--- src/rtl/cpu_isa_pkg.sv ---
// ISA definitions for the 8-bit CPU front end: opcodes, decoded-instruction
// record and fetch FSM states.
package cpu_isa_pkg;

    localparam int unsigned INSTR_BYTES = 2;

    typedef enum logic [3:0] {
        OP_NOP  = 4'h0,
        OP_LDI  = 4'h1,
        OP_LD   = 4'h2,
        OP_ST   = 4'h3,
        OP_JMP  = 4'h4,
        OP_ADD  = 4'h8,
        OP_SUB  = 4'h9,
        OP_HALT = 4'hF
    } opcode_e;

    // op carries the raw nibble so undefined opcodes remain visible downstream
    typedef struct packed {
        logic [3:0] op;
        logic [3:0] rd;
        logic [3:0] rs1;
        logic [3:0] rs2;
        logic [7:0] imm;
        logic       illegal;
    } decoded_instr_t;

    typedef enum logic {
        FS_RUN,
        FS_HALT
    } fetch_state_e;

endpackage

--- src/rtl/instr_fetch_decode_if.sv ---
// ROM, decode-output handshake and redirect signals of the fetch/decode stage.
interface instr_fetch_decode_if #(
    parameter int unsigned ADDR_W = 8
);
    logic [ADDR_W-1:0] rom_address;
    logic [7:0]        opcode1;
    logic [7:0]        opcode2;
    logic              dec_valid;
    logic              dec_ready;
    logic [3:0]        dec_op;
    logic [3:0]        dec_rd;
    logic [3:0]        dec_rs1;
    logic [3:0]        dec_rs2;
    logic [7:0]        dec_imm;
    logic [ADDR_W-1:0] dec_pc;
    logic              dec_illegal;
    logic              redirect_valid;
    logic [ADDR_W-1:0] redirect_pc;
    logic              halted;

    modport master (
        output rom_address, dec_valid, dec_op, dec_rd, dec_rs1, dec_rs2,
               dec_imm, dec_pc, dec_illegal, halted,
        input  opcode1, opcode2, dec_ready, redirect_valid, redirect_pc
    );

    modport slave (
        input  rom_address, dec_valid, dec_op, dec_rd, dec_rs1, dec_rs2,
               dec_imm, dec_pc, dec_illegal, halted,
        output opcode1, opcode2, dec_ready, redirect_valid, redirect_pc
    );
endinterface

--- src/rtl/instr_decoder.sv ---
// Combinational decode of a 2-byte instruction into register/immediate fields;
// fields an opcode does not use are driven to zero.
module instr_decoder
    import cpu_isa_pkg::*;
(
    input  logic [7:0]     opcode1_i,
    input  logic [7:0]     opcode2_i,
    output decoded_instr_t dec_o
);

    always_comb begin
        dec_o    = '0;
        dec_o.op = opcode1_i[7:4];
        case (opcode1_i[7:4])
            OP_NOP, OP_HALT: ;
            OP_LDI, OP_LD: begin
                dec_o.rd  = opcode1_i[3:0];
                dec_o.imm = opcode2_i;
            end
            OP_ST: begin
                dec_o.rs1 = opcode1_i[3:0];
                dec_o.imm = opcode2_i;
            end
            OP_JMP: dec_o.imm = opcode2_i;
            OP_ADD, OP_SUB: begin
                dec_o.rs1 = opcode1_i[3:0];
                dec_o.rs2 = opcode2_i[7:4];
                dec_o.rd  = opcode2_i[3:0];
            end
            default: dec_o.illegal = 1'b1;
        endcase
    end

endmodule

--- src/rtl/instr_fetch_decode.sv ---
// Fetch/decode front end: PC, RUN/HALT fetch FSM and a one-entry valid/ready
// output register feeding the execute stage.
module instr_fetch_decode
    import cpu_isa_pkg::*;
#(
    parameter int unsigned        ADDR_W   = 8,
    parameter logic [ADDR_W-1:0]  RESET_PC = '0
) (
    input  logic                  clk,
    input  logic                  reset,
    instr_fetch_decode_if.master  bus
);

    fetch_state_e      state_q, state_d;
    logic [ADDR_W-1:0] pc_q, pc_d;
    logic [ADDR_W-1:0] dpc_q, dpc_d;
    decoded_instr_t    out_q, out_d;
    logic              valid_q, valid_d;
    decoded_instr_t    dec_w;
    logic              advance;

    instr_decoder u_decoder (
        .opcode1_i (bus.opcode1),
        .opcode2_i (bus.opcode2),
        .dec_o     (dec_w)
    );

    always_ff @(posedge clk or posedge reset) begin
        if (reset) begin
            state_q <= FS_RUN;
            pc_q    <= RESET_PC;
            dpc_q   <= '0;
            out_q   <= '0;
            valid_q <= 1'b0;
        end else begin
            state_q <= state_d;
            pc_q    <= pc_d;
            dpc_q   <= dpc_d;
            out_q   <= out_d;
            valid_q <= valid_d;
        end
    end

    always_comb begin
        state_d = state_q;
        pc_d    = pc_q;
        dpc_d   = dpc_q;
        out_d   = out_q;
        valid_d = valid_q;
        advance = 1'b0;
        // Redirect wins over everything, including acceptance of the pending entry
        if (bus.redirect_valid) begin
            pc_d    = bus.redirect_pc;
            valid_d = 1'b0;
            state_d = FS_RUN;
        end else begin
            case (state_q)
                FS_RUN: begin
                    advance = !valid_q || bus.dec_ready;
                    if (advance) begin
                        out_d   = dec_w;
                        dpc_d   = pc_q;
                        valid_d = 1'b1;
                        if (dec_w.illegal || dec_w.op == OP_HALT) begin
                            state_d = FS_HALT;
                        end else if (dec_w.op == OP_JMP) begin
                            pc_d = ADDR_W'(dec_w.imm);
                        end else begin
                            pc_d = pc_q + ADDR_W'(INSTR_BYTES);
                        end
                    end
                end
                FS_HALT: begin
                    if (valid_q && bus.dec_ready) valid_d = 1'b0;
                end
            endcase
        end
    end

    assign bus.rom_address = pc_q;
    assign bus.dec_valid   = valid_q;
    assign bus.dec_op      = out_q.op;
    assign bus.dec_rd      = out_q.rd;
    assign bus.dec_rs1     = out_q.rs1;
    assign bus.dec_rs2     = out_q.rs2;
    assign bus.dec_imm     = out_q.imm;
    assign bus.dec_pc      = dpc_q;
    assign bus.dec_illegal = out_q.illegal;
    assign bus.halted      = (state_q == FS_HALT);

endmodule

--- src/flat_wrapper.sv ---
// flat-port wrapper written by rule: the top's interface ports become plain ports
module instr_fetch_decode_flat import cpu_isa_pkg::*;
#(
    parameter int unsigned        ADDR_W   = 8,
    parameter logic [ADDR_W-1:0]  RESET_PC = '0
)
  (clk, reset, bus_rom_address, bus_dec_valid, bus_dec_op, bus_dec_rd, bus_dec_rs1, bus_dec_rs2, bus_dec_imm, bus_dec_pc, bus_dec_illegal, bus_halted, bus_opcode1, bus_opcode2, bus_dec_ready, bus_redirect_valid, bus_redirect_pc);
  instr_fetch_decode_if #(.ADDR_W(ADDR_W)) bus_i ();
  input  logic clk;
  input  logic reset;
  output wire logic [$bits(bus_i.rom_address)-1:0] bus_rom_address;
  output wire logic [$bits(bus_i.dec_valid)-1:0] bus_dec_valid;
  output wire logic [$bits(bus_i.dec_op)-1:0] bus_dec_op;
  output wire logic [$bits(bus_i.dec_rd)-1:0] bus_dec_rd;
  output wire logic [$bits(bus_i.dec_rs1)-1:0] bus_dec_rs1;
  output wire logic [$bits(bus_i.dec_rs2)-1:0] bus_dec_rs2;
  output wire logic [$bits(bus_i.dec_imm)-1:0] bus_dec_imm;
  output wire logic [$bits(bus_i.dec_pc)-1:0] bus_dec_pc;
  output wire logic [$bits(bus_i.dec_illegal)-1:0] bus_dec_illegal;
  output wire logic [$bits(bus_i.halted)-1:0] bus_halted;
  input wire logic [$bits(bus_i.opcode1)-1:0] bus_opcode1;
  input wire logic [$bits(bus_i.opcode2)-1:0] bus_opcode2;
  input wire logic [$bits(bus_i.dec_ready)-1:0] bus_dec_ready;
  input wire logic [$bits(bus_i.redirect_valid)-1:0] bus_redirect_valid;
  input wire logic [$bits(bus_i.redirect_pc)-1:0] bus_redirect_pc;
  assign bus_rom_address = bus_i.rom_address;
  assign bus_dec_valid = bus_i.dec_valid;
  assign bus_dec_op = bus_i.dec_op;
  assign bus_dec_rd = bus_i.dec_rd;
  assign bus_dec_rs1 = bus_i.dec_rs1;
  assign bus_dec_rs2 = bus_i.dec_rs2;
  assign bus_dec_imm = bus_i.dec_imm;
  assign bus_dec_pc = bus_i.dec_pc;
  assign bus_dec_illegal = bus_i.dec_illegal;
  assign bus_halted = bus_i.halted;
  assign bus_i.opcode1 = bus_opcode1;
  assign bus_i.opcode2 = bus_opcode2;
  assign bus_i.dec_ready = bus_dec_ready;
  assign bus_i.redirect_valid = bus_redirect_valid;
  assign bus_i.redirect_pc = bus_redirect_pc;
  instr_fetch_decode #(.ADDR_W(ADDR_W), .RESET_PC(RESET_PC)) u_core (.clk(clk), .reset(reset), .bus(bus_i));
endmodule
--- config.mk ---
export PLATFORM = sky130hd
export DESIGN_NAME = instr_fetch_decode_flat
export DESIGN_NICKNAME = d
export VERILOG_FILES = /design/src/rtl/cpu_isa_pkg.sv /design/src/rtl/instr_fetch_decode_if.sv /design/src/rtl/instr_decoder.sv /design/src/rtl/instr_fetch_decode.sv /design/src/flat_wrapper.sv
export SDC_FILE = /design/constraint.sdc
export NUM_CORES = 1
export LEC_CHECK = 0
export BUFFER_PORTS_ARGS = -buffer_cell sky130_fd_sc_hd__buf_2
export CORE_ASPECT_RATIO = 0.8
export CORE_MARGIN = 5
export CORE_UTILIZATION = 45
export CTS_CLUSTER_SIZE = 30
export DETAILED_ROUTE_END_ITERATION = 6
export HOLD_SLACK_MARGIN = 0.03
export PLACE_DENSITY = 0.82
export SLEW_MARGIN = 20
export SYNTH_ARGS = -nofsm -noshare
export SYNTH_HDL_FRONTEND = slang
export SYNTH_SLANG_ARGS = --single-unit
--- constraint.sdc ---
create_clock -name clk -period 1.6 [get_ports clk]
set_input_delay 0.16 -clock clk [delete_from_list [all_inputs] [get_ports clk]]
set_output_delay 0.16 -clock clk [all_outputs]
set_load 0.1 [all_outputs]
After elaboration in Yosys (flattened, before gate mapping)

Index checks and enable logic that the tools add are counted.

Register bits: 43
Input port bits: 28
Output and inout bits: 43
Word-level logic and storage cells: 56

$add $sub $neg: 1
Equality and inequality tests: 11
Multiplexer cells: 18
Bitwise operators: 2
Reduce and logical (&&, ||, !) cells: 14

Operator list:

| operator              | number |
|---|---|
| $mux W8               | 6 |
| $eq A4 B4 Y1 const B  | 3 |
| $add A8 B2 Y8 const B | 1 |
| $eq A4 B2 Y1 const B  | 2 |
| $mux W1               | 8 |
| $mux W4               | 2 |
| $pmux W4 S2           | 1 |
| $reduce_or A8 Y1      | 1 |
| $reduce_and A3 Y1     | 2 |
| $eq A4 B1 Y1 const B  | 1 |
| $eq A4 B3 Y1 const B  | 1 |
| $logic_not A4 Y1      | 1 |
| $ne A2 B2 Y1 const B  | 2 |
| $reduce_or A2 Y1      | 2 |
| $reduce_or A4 Y1      | 1 |
| $ne A3 B2 Y1 const B  | 1 |
| $ne A3 B3 Y1 const B  | 1 |
| $reduce_or A3 Y1      | 1 |
| $logic_or A1 B1 Y1    | 2 |
| $not A1 Y1            | 2 |
| $pmux W1 S2           | 1 |
| $reduce_and A2 Y1     | 1 |
| $reduce_bool A2 Y1    | 1 |
| $logic_and A1 B1 Y1   | 1 |
| $logic_not A1 Y1      | 1 |

Logic depth before layout (Yosys ltp)

Depth in word-level cells: 8
Gate-level depth with buffers: 6
Gate-level depth less buffers: 5

By module

Synthesis repeated with hierarchy kept, for this count alone.

Cell total of the unflattened synthesis: 210
Area total of the unflattened synthesis: 2372.3 um^2

Modules (own cells, without submodules):

| module             | instances | cells each | area an instance (um^2) | seq. area each (um^2) |
|---|---|---|---|---|
| instr_fetch_decode | 1         | 148        | 1868.0                  | 1076.0 |
| instr_decoder      | 1         | 62         | 504.2                   | 0.0 |

Least setup slack after synthesis

No wires, ideal clock.

Path kind: register to register
Start: register u_core.valid_q, in the netlist u_core.bus.dec_valid
End: register u_core.dpc_q[4], in the netlist u_core.bus.dec_pc[4]
Library setup time: 0.126 ns
Arrival time: 2.082 ns
Required time: 1.474 ns
Setup slack: -0.608 ns
Stages on the path, launching flop included: 6
Buffers on the path: 2
Period minus slack after synthesis: 2.208 ns
Path through: dfrtp_1 nor2b_1 or3_1 buf_2 buf_6 mux2_2

Word-level cells in the longest chain between the ends: 3

RTL lines:

| element                     | RTL line                 | RTL |
|---|---|---|
| start, declared             | instr_fetch_decode.sv:18 | `logic valid_q, valid_d;` |
| start signal, assigned      | instr_fetch_decode.sv:40 | `valid_q <= valid_d;` |
| $logic_not A1 Y1            | instr_fetch_decode.sv:59 | `advance = !valid_q \|\| bus.dec_ready;` |
| $logic_or A1 B1 Y1          | instr_fetch_decode.sv:59 |  |
| $reduce_and A3 Y1 (no line) | -                        |  |
| end signal, assigned        | instr_fetch_decode.sv:38 | `dpc_q <= dpc_d;` |
| end, declared               | instr_fetch_decode.sv:16 | `logic [ADDR_W-1:0] dpc_q, dpc_d;` |

No other way between the ends.
A chain may end at the register's enable or synchronous reset.

Worst setup path in the final report

Start: register u_core.valid_q, in the netlist u_core.bus.dec_valid
End: register u_core.out_q, in the netlist u_core.bus.dec_rd[1]

Word-level cells in the longest chain between the ends: 3

RTL lines:

| element                     | RTL line                 | RTL |
|---|---|---|
| $logic_not A1 Y1            | instr_fetch_decode.sv:59 |  |
| $logic_or A1 B1 Y1          | instr_fetch_decode.sv:59 |  |
| $reduce_and A3 Y1 (no line) | -                        |  |
| end signal, assigned        | instr_fetch_decode.sv:39 | `out_q <= out_d;` |
| end, declared               | instr_fetch_decode.sv:17 | `decoded_instr_t out_q, out_d;` |

No other way between the ends.

==> results.txt <==
----------------------------------------------------
[Clock network]
  Clock Sinks ... 43
  Clock latency reported for the late side of the worst-skew pair ... 300 ps
  Post CTS Setup Buffer Count ... 0
  Clock root cell ... clkbuf_8
  Clock slew at reported path FFs ... 90 ps
  CTS tree ... built
  Deepest clock path buffer count ... 2
  TritonCTS Buffers ... 5
  Deepest level of the CTS H-tree ... 2

[Worst setup path]
  Crit path largest cell delay ... 480 ps
  Startpoint type of the worst setup path ... register
  Cell Chain, Critical Path ... nor2b_4, or3_4, buf_12, a221o_1
  Type of the setup path with the least slack ... register to register
  Max Fanout on Critical Path ... 21
  Data required time of the worst path ... 1800 ps
  Startpoint of the lowest-slack register-to-register path ... u_core.bus.dec_valid
  CP max stage cell ... dfrtp_4
  Worst path arrival time ... 1800 ps
  Beginning of the critical path ... u_core.bus.dec_valid
  Worst setup EP type ... register

[Timing]
  Slack of the critical path ... -3.00 ps
  Normalized max-slew margin ... 57.4%
  Peak clock frequency supported by timing ... 624 MHz
  Period Utilization, post-route ... 100%
  Actual slew at the worst max-slew pin ... 635 ps
  Final sum of negative setup slack ... -3.00 ps
  Count of final setup violators ... 1
  Final Slew Violations ... 0
  Tightest hold margin ... 87.9 ps
  Final hold violation count ... 0
  RSZ-0062 raised after global routing ... yes
  Time the worst path needs with I/O delays and setup ... 1600 ps
  Worst clock skew ... 10.5 ps

[Global route]
  Total global routing overflow ... 0
  Overall routing resource usage ... 18.2%
  Number of antenna violations at the first check in global routing ... 0
  First-pass GRT wire length ... 8.84 mm
  Vias in the first global route ... 1783
  Largest net degree at the start of global routing ... 29

[Yosys]
  Cell area after synthesis ... 2060 µm²
  Fraction of the mapped netlist area in simple logic gates ... 14.1%
  #FFs+latches synth ... 43
  Yosys synthesis warning count ... 0
  Adder-cell share of the synthesized area ... 0.606%
  Synth Area per Inst ... 11.3 µm²
  Post-synth net total ... 211
  Number of instances in the synthesized netlist ... 182
  Dominant combinational cell family by area after synthesis ... compound AO/OA/AOI/OAI gates
  Share of synthesized registers carrying an async set or reset ... 100%
  Cell variety after synth ... 41
  Synthesized-area fraction occupied by ao, oa, aoi and oai cells ... 19.3%
  Ys flop type ... dfrtp_1
  Seq/Total Area, Yosys ... 52.2%
  Post-synth EDFFs ... 0
  Multiplexer share of the synthesized area ... 8.25%
  Parity-gate share of the synthesized area counting xor and xnor cells ... 0.849%

[Detailed routing]
  Mean number of vias per cell ... 5.49
  DRC errors left ... 0
  Remaining antenna violation count after routing ... 0
  Number of search-and-repair iterations in the first detailed-routing pass ... 4
  Aggregate routed wire length ... 5.41 mm
  Routed via count ... 1772
  DRT iter0 DRCs ... 110
  Routed wirelength normalized by instance count ... 16.7 µm

[Layout]
  Fraction of final layout cells with drive strength greater than 1 ... 47.1%
  Commonest non-fill, non-tap cell in the layout ... buf_2
  Most used cells in the layout excluding fill and tap cells ... buf_2, dfrtp_1, a22o_1
  Antenna Diode Count ... 0
  Final core area utilization ... 60.5%
  Final net count ... 291
  Layout overhead on the synthesized area ... 32.4%

[Floorplanning]
  Overall die area ... 6050 µm²
  Initial Utilization ... 45.7%
  Placement Rows ... 22
  Vert. Die Dim ... 70.6 µm
  Num ports ... 71
  Placeable core region ... 4510 µm²
  Die Wd ... 85.7 µm

[Power]
  Power density normalized to cell area ... 1450 nW/µm²
  Static leakage ... 1.34 nW
  Maximum vdd drop ... 0.873 mV

[Min path]
  Worst min-delay path class ... input pin to register
  Beginning of the worst hold path ... bus_redirect_pc[0]

[Place]
  Final HPWL from detailed placement ... 4.06 mm
  Number of buffer cells added on primary ports ... 70
  Weighted congestion at the end of routability-driven global placement ... 0.865

[Status]
  Failing checks ... setup timing
  Outcome ... finished, violations left

[Job]
  Max-cap violations ... 0

----------------------------------------------------
[flip-flops by register name (all words and copies together), names as in the netlist]
name                    cells
u_core.bus.dec_valid        1
u_core.bus.dec_op           4
u_core.bus.dec_rs2          4
u_core.bus.dec_rd           4
u_core.bus.dec_pc           8
u_core.bus.halted           1
u_core.bus.dec_rs1          4
u_core.bus.rom_address      8
u_core.bus.dec_imm          8
u_core.bus.dec_illegal      1
[critical path: cells and delay by family (launching register included)]
| kind | cells | cell delay, ps |
|---|---|---|
| flip-flops | 1 | 480 |
| AO/OA/AOI/OAI | 1 | 340 |
| buffers and inverters | 1 | 180 |
| AND/OR/NAND/NOR | 2 | 510 |
[path summary, 6_finish.rpt]
check / end / slack, ps / depth (start not counted)
min in group asynchronous: u_core.bus.dec_rs2[0] / 390 / 3
hold / removal: u_core.bus.rom_address[0] / 90 / 3
hold reg to reg: u_core.bus.dec_op[1] / 490 / 2
max in group asynchronous: u_core.bus.rom_address[2] / 690 / 4
setup reg to reg: u_core.bus.dec_rd[1] / -3 / 4
setup / recovery: u_core.bus.dec_rd[1] / -3 / 4
[routing by layer]
layer  routed length [µm]  global-route usage (%)  up-vias
met2                 2490                    27.0       64
met3                  377                    5.12        5
met4                   31                    5.10        0
met1                 2510                    26.3      870
li1                     -                       -      833
met5                    0                       0        -
[Yosys cell counts (3+ instances only)]
cell	count	share of area, %
dfrtp_1	43	52
a22o_1	18	7.6
o21ai_0	14	3.4
mux2_2	12	6.5
nand2_1	9	1.6
a21oi_1	8	1.9
nor2_1	7	1.3
and3_1	6	1.8
buf_2	5	1.2
clkbuf_1	5	0.91
inv_1	5	0.91
nor2b_1	5	1.5
a221o_1	4	1.9
nand3_1	4	0.97
buf_6	3	1.6
nand2b_1	3	0.91
[report_power, final]
| part | internal [mW] | switching [mW] |
|---|---|---|
| Clock | 0.321 | 0.409 |
| Sequential | 1.26 | 0.113 |
| Combinational | 0.362 | 1.51 |
| Total | 1.94 | 2.03 |
[kinds of logic (layout without fill, tap and decap cells)]
family                   count (synthesis)  in the layout
flip-flops                              43             43
multiplexers                            15             15
XOR/XNOR                                 2              2
adder cells (fa/ha/maj)                  1              1
buffers and inverters                   18             99
AO/OA/AOI/OAI                           56             56
AND/OR/NAND/NOR                         47             47
[final cells by class]
| cell class | instances | area, µm² |
|---|---|---|
| Tap cell | 60 | 75.1 |
| Clock buffer | 5 | 68.8 |
| Sequential cell | 43 | 1090 |
| Clock inverter | 3 | 26.3 |
| Multi-Input combinational cell | 121 | 936 |
| Timing Repair Buffer | 86 | 514 |
| Inverter | 5 | 18.8 |
| Fill cell | 390 | 1780 |
[metrics by stage]
stage,power [mW],setup WS [ps],cells,instance area (µm²)
after floorplan,2.91,-260,182,2120
after global placement,3.24,18.5,314,2600
after detailed placement,3.26,-130,314,2600
after CTS,4.00,-12.0,323,2720
after global routing,4.14,-44.4,323,2730
final,3.97,-3.00,323,2730
[what timing repair did]
item / 4_1_cts / 5_1_grt
endpoints found under the setup margin: 20 / 22
hold buffers: 1 / 0
gates resized for setup: 3 / 3
pin swaps: 5 / 9
hold endpoints to repair: 15 / 0
No activity file was read; power rests on OpenSTA's default activity.
